## src/rtl/insn_loader_pkg.sv

```systemverilog
// Shared definitions for the instruction loader: default instruction geometry,
// header length and the loader state encoding.
package insn_loader_pkg;

  localparam int LEN_INSN      = 16;
  localparam int MEM_INSN_ADDR = 8;
  localparam int HDR_LEN       = 2;

  typedef enum logic [2:0] {
    ST_HDR_LO,
    ST_HDR_HI,
    ST_LOAD,
    ST_CHECK,
    ST_DONE,
    ST_ERROR
  } loader_state_t;

  // The loader only refuses bytes once a load has finished, good or bad.
  function automatic logic is_stalled(input loader_state_t s);
    return (s == ST_DONE) || (s == ST_ERROR);
  endfunction

  // Total bytes in a stream carrying n_words words of bpw bytes each.
  function automatic int stream_len(input int n_words, input int bpw);
    return HDR_LEN + n_words * bpw + 1;
  endfunction

endpackage

```

## src/rtl/insn_loader_assembler.sv

```systemverilog
// Collects little-endian stream bytes into instruction words; word_done and
// word are valid in the same cycle as the last byte of a word.
module insn_loader_assembler
  import insn_loader_pkg::*;
#(
  parameter int WORD_BITS = 16
) (
  input  logic                 clk,
  input  logic                 rst,
  input  logic                 clear,
  input  logic                 byte_valid,
  input  logic [7:0]           byte_data,
  output logic                 word_done,
  output logic [WORD_BITS-1:0] word
);

  localparam int BPW = WORD_BITS / 8;
  localparam int CW  = (BPW > 1) ? $clog2(BPW) : 1;
  localparam logic [CW-1:0] LAST_BYTE = CW'(BPW - 1);

  logic [CW-1:0] byte_cnt;

  assign word_done = byte_valid && (byte_cnt == LAST_BYTE);

  always_ff @(posedge clk or negedge rst) begin
    if (!rst) begin
      byte_cnt <= '0;
    end else if (clear) begin
      byte_cnt <= '0;
    end else if (byte_valid) begin
      if (byte_cnt == LAST_BYTE) byte_cnt <= '0;
      else                       byte_cnt <= byte_cnt + 1'b1;
    end
  end

  generate
    if (BPW == 1) begin : g_single
      assign word = byte_data;
    end else begin : g_multi
      // Earlier bytes of the word slide down so the first one lands in bits [7:0].
      logic [WORD_BITS-9:0] shreg;

      assign word = {byte_data, shreg};

      always_ff @(posedge clk or negedge rst) begin
        if (!rst) begin
          shreg <= '0;
        end else if (clear) begin
          shreg <= '0;
        end else if (byte_valid) begin
          shreg <= word[WORD_BITS-1:8];
        end
      end
    end
  endgenerate

endmodule

```

## src/rtl/insn_loader.sv

```systemverilog
// Writer side of instruction memory: parses a counted, XOR-checked byte stream
// and writes the assembled words from address 0, then releases the pipeline.
module insn_loader #(
  parameter int LEN_INSN      = insn_loader_pkg::LEN_INSN,
  parameter int MEM_INSN_ADDR = insn_loader_pkg::MEM_INSN_ADDR
) (
  input  logic                     clk,
  input  logic                     rst,
  input  logic                     valid_i,
  output logic                     stall_o,
  input  logic [7:0]               data_i,
  input  logic                     start_i,
  output logic                     we_o,
  output logic [MEM_INSN_ADDR-1:0] waddr_o,
  output logic [LEN_INSN-1:0]      wdata_o,
  output logic                     run_o,
  output logic                     err_o
);

  import insn_loader_pkg::*;

  localparam int DEPTH = 2 ** MEM_INSN_ADDR;
  localparam logic [16:0] DEPTH_W = 17'(DEPTH);

  loader_state_t            state;
  logic [7:0]               cnt_lo;
  logic [15:0]              n_words;
  logic [MEM_INSN_ADDR:0]   word_cnt;
  logic [7:0]               checksum;
  logic                     accept;
  logic                     load_byte;
  logic                     rearm;
  logic                     word_done;
  logic [LEN_INSN-1:0]      asm_word;
  logic [16:0]              hdr_count;
  logic [16:0]              next_word_cnt;

  assign stall_o       = is_stalled(state);
  assign accept        = valid_i && !stall_o;
  assign load_byte     = accept && (state == ST_LOAD);
  assign rearm         = start_i && stall_o;
  assign hdr_count     = {1'b0, data_i, cnt_lo};
  assign next_word_cnt = 17'(word_cnt) + 17'd1;

  insn_loader_assembler #(
    .WORD_BITS (LEN_INSN)
  ) u_assembler (
    .clk        (clk),
    .rst        (rst),
    .clear      (rearm),
    .byte_valid (load_byte),
    .byte_data  (data_i),
    .word_done  (word_done),
    .word       (asm_word)
  );

  // Word counter is one bit wider than the address so a full-depth program
  // terminates without the write address ever wrapping.
  always_ff @(posedge clk or negedge rst) begin
    if (!rst) begin
      state    <= ST_HDR_LO;
      cnt_lo   <= '0;
      n_words  <= '0;
      word_cnt <= '0;
      checksum <= '0;
      we_o     <= 1'b0;
      waddr_o  <= '0;
      wdata_o  <= '0;
      run_o    <= 1'b0;
      err_o    <= 1'b0;
    end else begin
      we_o <= 1'b0;
      case (state)
        ST_HDR_LO: begin
          if (accept) begin
            cnt_lo   <= data_i;
            checksum <= checksum ^ data_i;
            state    <= ST_HDR_HI;
          end
        end
        ST_HDR_HI: begin
          if (accept) begin
            n_words  <= {data_i, cnt_lo};
            checksum <= checksum ^ data_i;
            if (hdr_count > DEPTH_W) begin
              state <= ST_ERROR;
              err_o <= 1'b1;
            end else if (hdr_count == 17'd0) begin
              state <= ST_CHECK;
            end else begin
              state <= ST_LOAD;
            end
          end
        end
        ST_LOAD: begin
          if (accept) begin
            checksum <= checksum ^ data_i;
            if (word_done) begin
              we_o     <= 1'b1;
              wdata_o  <= asm_word;
              waddr_o  <= word_cnt[MEM_INSN_ADDR-1:0];
              word_cnt <= word_cnt + 1'b1;
              if (next_word_cnt == {1'b0, n_words}) state <= ST_CHECK;
            end
          end
        end
        ST_CHECK: begin
          if (accept) begin
            if (data_i == checksum) begin
              state <= ST_DONE;
              run_o <= 1'b1;
            end else begin
              state <= ST_ERROR;
              err_o <= 1'b1;
            end
          end
        end
        ST_DONE, ST_ERROR: begin
          if (start_i) begin
            state    <= ST_HDR_LO;
            run_o    <= 1'b0;
            err_o    <= 1'b0;
            cnt_lo   <= '0;
            n_words  <= '0;
            word_cnt <= '0;
            checksum <= '0;
            waddr_o  <= '0;
          end
        end
        default: state <= ST_HDR_LO;
      endcase
    end
  end

endmodule

```

## config.mk

```make
export PLATFORM = sky130hd
export DESIGN_NAME = insn_loader
export DESIGN_NICKNAME = d
export VERILOG_FILES = /design/src/rtl/insn_loader_pkg.sv /design/src/rtl/insn_loader_assembler.sv /design/src/rtl/insn_loader.sv
export SDC_FILE = /design/constraint.sdc
export NUM_CORES = 1
export LEC_CHECK = 0
export ABC_CLOCK_PERIOD_IN_PS = 4050
export CAP_MARGIN = 30
export CORE_MARGIN = 8
export CORE_UTILIZATION = 60
export CTS_CLUSTER_SIZE = 24
export DETAILED_ROUTE_END_ITERATION = 12
export PLACE_DENSITY = 0.82
export SYNTH_ARGS = -nofsm -noshare
export SYNTH_HDL_FRONTEND = slang
export SYNTH_SLANG_ARGS = --single-unit
```

## constraint.sdc

```tcl
create_clock -name clk -period 4.05 [get_ports clk]
set_clock_uncertainty 0.2 [all_clocks]
set_input_delay 0.81 -clock clk [delete_from_list [all_inputs] [get_ports clk]]
set_output_delay 0.81 -clock clk [all_outputs]
set_load 0.005 [all_outputs]
```

==> impl_metrics.json <==
{
  "outcome": "complete, no violations",
  "nets": 474,
  "synth_nets": 448,
  "clk_pin_slew_ns": 0.07,
  "clock_latency_ns": 0.35,
  "yosysMostFrequentCell": "nand2_1",
  "synthAdderAreaFrac": 0.00334,
  "drive_above_1_share": 0.0495,
  "dieArea_sq_mm": 0.00903,
  "vias": 3061,
  "seq_area_frac_synth": 0.534,
  "synth_top_area_frac": 0.534,
  "synth_area_sq_mm": 0.00375,
  "multiInputGateArea_sq_mm": 0.00160,
  "cts_hold_buffers": 0,
  "max_freq_mhz": 297,
  "total_power_w": 0.00233,
  "final.fill_count": 436,
  "relSlewSlack": 0.464,
  "finalSetupViolCount": 0,
  "period_share": 0.831,
  "yosys-top-cells-count": "nand2_1 (161), dfrtp_1 (80), o21ai_0 (53), nand3_1 (19), a21oi_1 (18)",
  "power.switching_w": 0.000783,
  "antenna_left": 0,
  "postCtsSetupBuffers": 0,
  "async_reset_ff_frac": 1.00,
  "p_seq_frac": 0.470,
  "synth.area.top_cells": "dfrtp_1 (53%), nand2_1 (16%), o21ai_0 (7.1%), xnor2_1 (4.0%), nand3_1 (2.5%)",
  "setup.worst_path.class": "reg2out",
  "ys_seq_elements": 80,
  "critPathArrivalTime_ns": 2.36,
  "totalWireLength_um": 8380,
  "die_y_um": 95.0,
  "cts_tree": "yes",
  "crit_fanout": 19,
  "cts_inserted_buffers": 9,
  "postCtsResizedCells": 0,
  "initialDrtViolationCount": 194,
  "post-route-min-period_ns": 3.37,
  "r2r_start": "state[1]",
  "cts_max_path_buffers": 2,
  "viasPerCell": 5.67,
  "syn_area_per_cell_sq_um": 8.61,
  "hold_violations": 0,
  "dpl-instance-area_sq_mm": 0.00412,
  "die_w_um": 95.0,
  "grt_max_degree": 81,
  "syn_to_final_growth_pct": 16.5,
  "min_path_type": "in2async",
  "drv_cap": 0,
  "antenna_found_initial": 0,
  "grt_pass1_wl_um": 14000,
  "grtUsageTotal": 0.199,
  "worst_pin_slew_ns": 0.803,
  "rsz0062_at_grt": "false",
  "grt-ovfl-total": 0,
  "power_frac_comb": 0.253,
  "crit_path_start_kind": "flop",
  "power_switching_share": 0.336,
  "grt_pass1_vias": 2933,
  "gp_congestion": 0.930,
  "firstDrtPassIters": 6,
  "ir_worst_vdd_uv": 355,
  "wire_per_inst_um": 15.5,
  "ys.flop_type": "dfrtp_1",
  "synth-compound-area-share": 0.128,
  "p_int_w": 0.00154,
  "fin_area_sq_mm": 0.00436,
  "rows": 28,
  "yosysUniqueCellTypes": 35,
  "cts_max_level": 3,
  "pin_count": 40,
  "cp.required_ns": 3.04,
  "reg2reg_depth": 8,
  "synthCells": 435,
  "port_buffers": 39,
  "synth-edff-count": 0,
  "synth-simple-area-share": 0.231,
  "drc_errors": 0,
  "slew_viol_final": 0,
  "antennaDiodeCount": 0,
  "core-area_sq_mm": 0.00599,
  "cts.sink_count": 80,
  "clkPwrFrac": 0.277,
  "regArea_sq_mm": 0.00200,
  "synthMuxAreaShare": 0.00802,
  "place_hpwl_um": 5730,
  "end_kind": "output pin",
  "p_per_area_mw_per_mm2": 533,
  "synth-xor-area-share": 0.0561,
  "power_leakage_nw": 2.00,
  "synth_top_family_by_area": "simple AND/OR/NAND/NOR gates",
  "rr_endpoint": "word_cnt[2]",
  "setup_tns_ns": 0,
  "yosysTopAreaCell": "dfrtp_1",
  "rrSetupSlack_ns": 1.30,
  "cts-root-buf": "clkbuf_8",
  "start_util": 0.625,
  "yosys_warnings": 0
}
logic make-up (layout without fill, tap and decap cells):
logic type | count (synthesis) | count (layout)
buf+inv | 32 | 62
mux | 3 | 3
xor+xnor | 24 | 24
compound gates | 86 | 86
flops | 80 | 80
simple gates | 209 | 209
fa+ha+maj | 1 | 1
state kept, by name, indices dropped and copies added (netlist names):
name,flops
cnt_lo,8
waddr_o,8
n_words,16
we_o,1
u_assembler.g_multi.shreg,8
u_assembler.byte_cnt,1
checksum,8
wdata_o,16
state,3
word_cnt,9
run_o,1
err_o,1
routing by layer:
metal	GRT usage	vias up	share of wire
met4	0.0871	0	0.023
met1	0.269	1446	0.45
li1	-	1486	-
met2	0.295	110	0.46
met3	0.0519	19	0.069
met5	0	-	0
area by class of cell:
type,instances,area share
Multi-Input combinational cell,323,0.367
Clock inverter,5,0.0186
Clock buffer,10,0.0315
Sequential cell,80,0.459
Tap cell,75,0.0215
Timing Repair Buffer,42,0.0987
Inverter,5,0.00430
how the worst max path moves through the flow:
stage,from,end,slack [ns]
6_report,state[1],stall_o,0.68
5_1_grt,state[1],stall_o,0.56
4_1_cts,state[1],stall_o,0.70
3_5_place_dp,valid_i,checksum[4],1.08
3_3_place_gp,valid_i,checksum[2],1.11
2_1_floorplan,data_i[1],err_o,1.73
power by group through the flow:
stage	Combinational, W	Clock (W)	Sequential, W
after floorplan	0.000471	0	0.00106
after global placement	0.000563	0	0.00110
after detailed placement	0.000581	0	0.00111
after CTS	0.000583	0.000658	0.00109
after global routing	0.000678	0.000686	0.00112
final	0.000588	0.000645	0.00109
critical path: stages, from the launching register on:
cell and delay (ns):
dfrtp_1 0.44, inv_1 0.15, nand2_1 0.39, inv_1 0.44
clkdlybuf4s50_1 0.58
metrics by stage:
stage / hold slack [ns] / cells / worst slack (ns) / util
4_1_cts: 0.280 / 539 / 0.700 / 0.724
2_1_floorplan: 0.239 / 435 / 1.73 / -
3_3_place_gp: 0.251 / 524 / 1.11 / 0.687
6_report: 0.0680 / 540 / 0.683 / 0.728
5_1_grt: 0.0530 / 540 / 0.558 / 0.728
3_5_place_dp: 0.261 / 524 / 1.08 / 0.687
layout by cell type, fill, tap and decap left out, drive strengths merged:
master	count
a21boi	1
a21oi	19
and2	1
and3	3
and4bb	1
buf	4
bufinv	2
clkbuf	10
clkdlybuf4s50	38
clkinv	2
clkinvlp	1
dfrtp	80
ha	1
inv	5
mux2i	3
nand2	161
nand3	20
nand3b	1
nand4	2
nor2	10
nor3	3
nor4	2
o211ai	1
o21ai	54
o22ai	2
o311a	1
o31a	1
o31ai	4
o41ai	3
or3	2
or4	3
xnor2	17
xor2	7
Note: power is estimated with default switching activity, not from simulation.
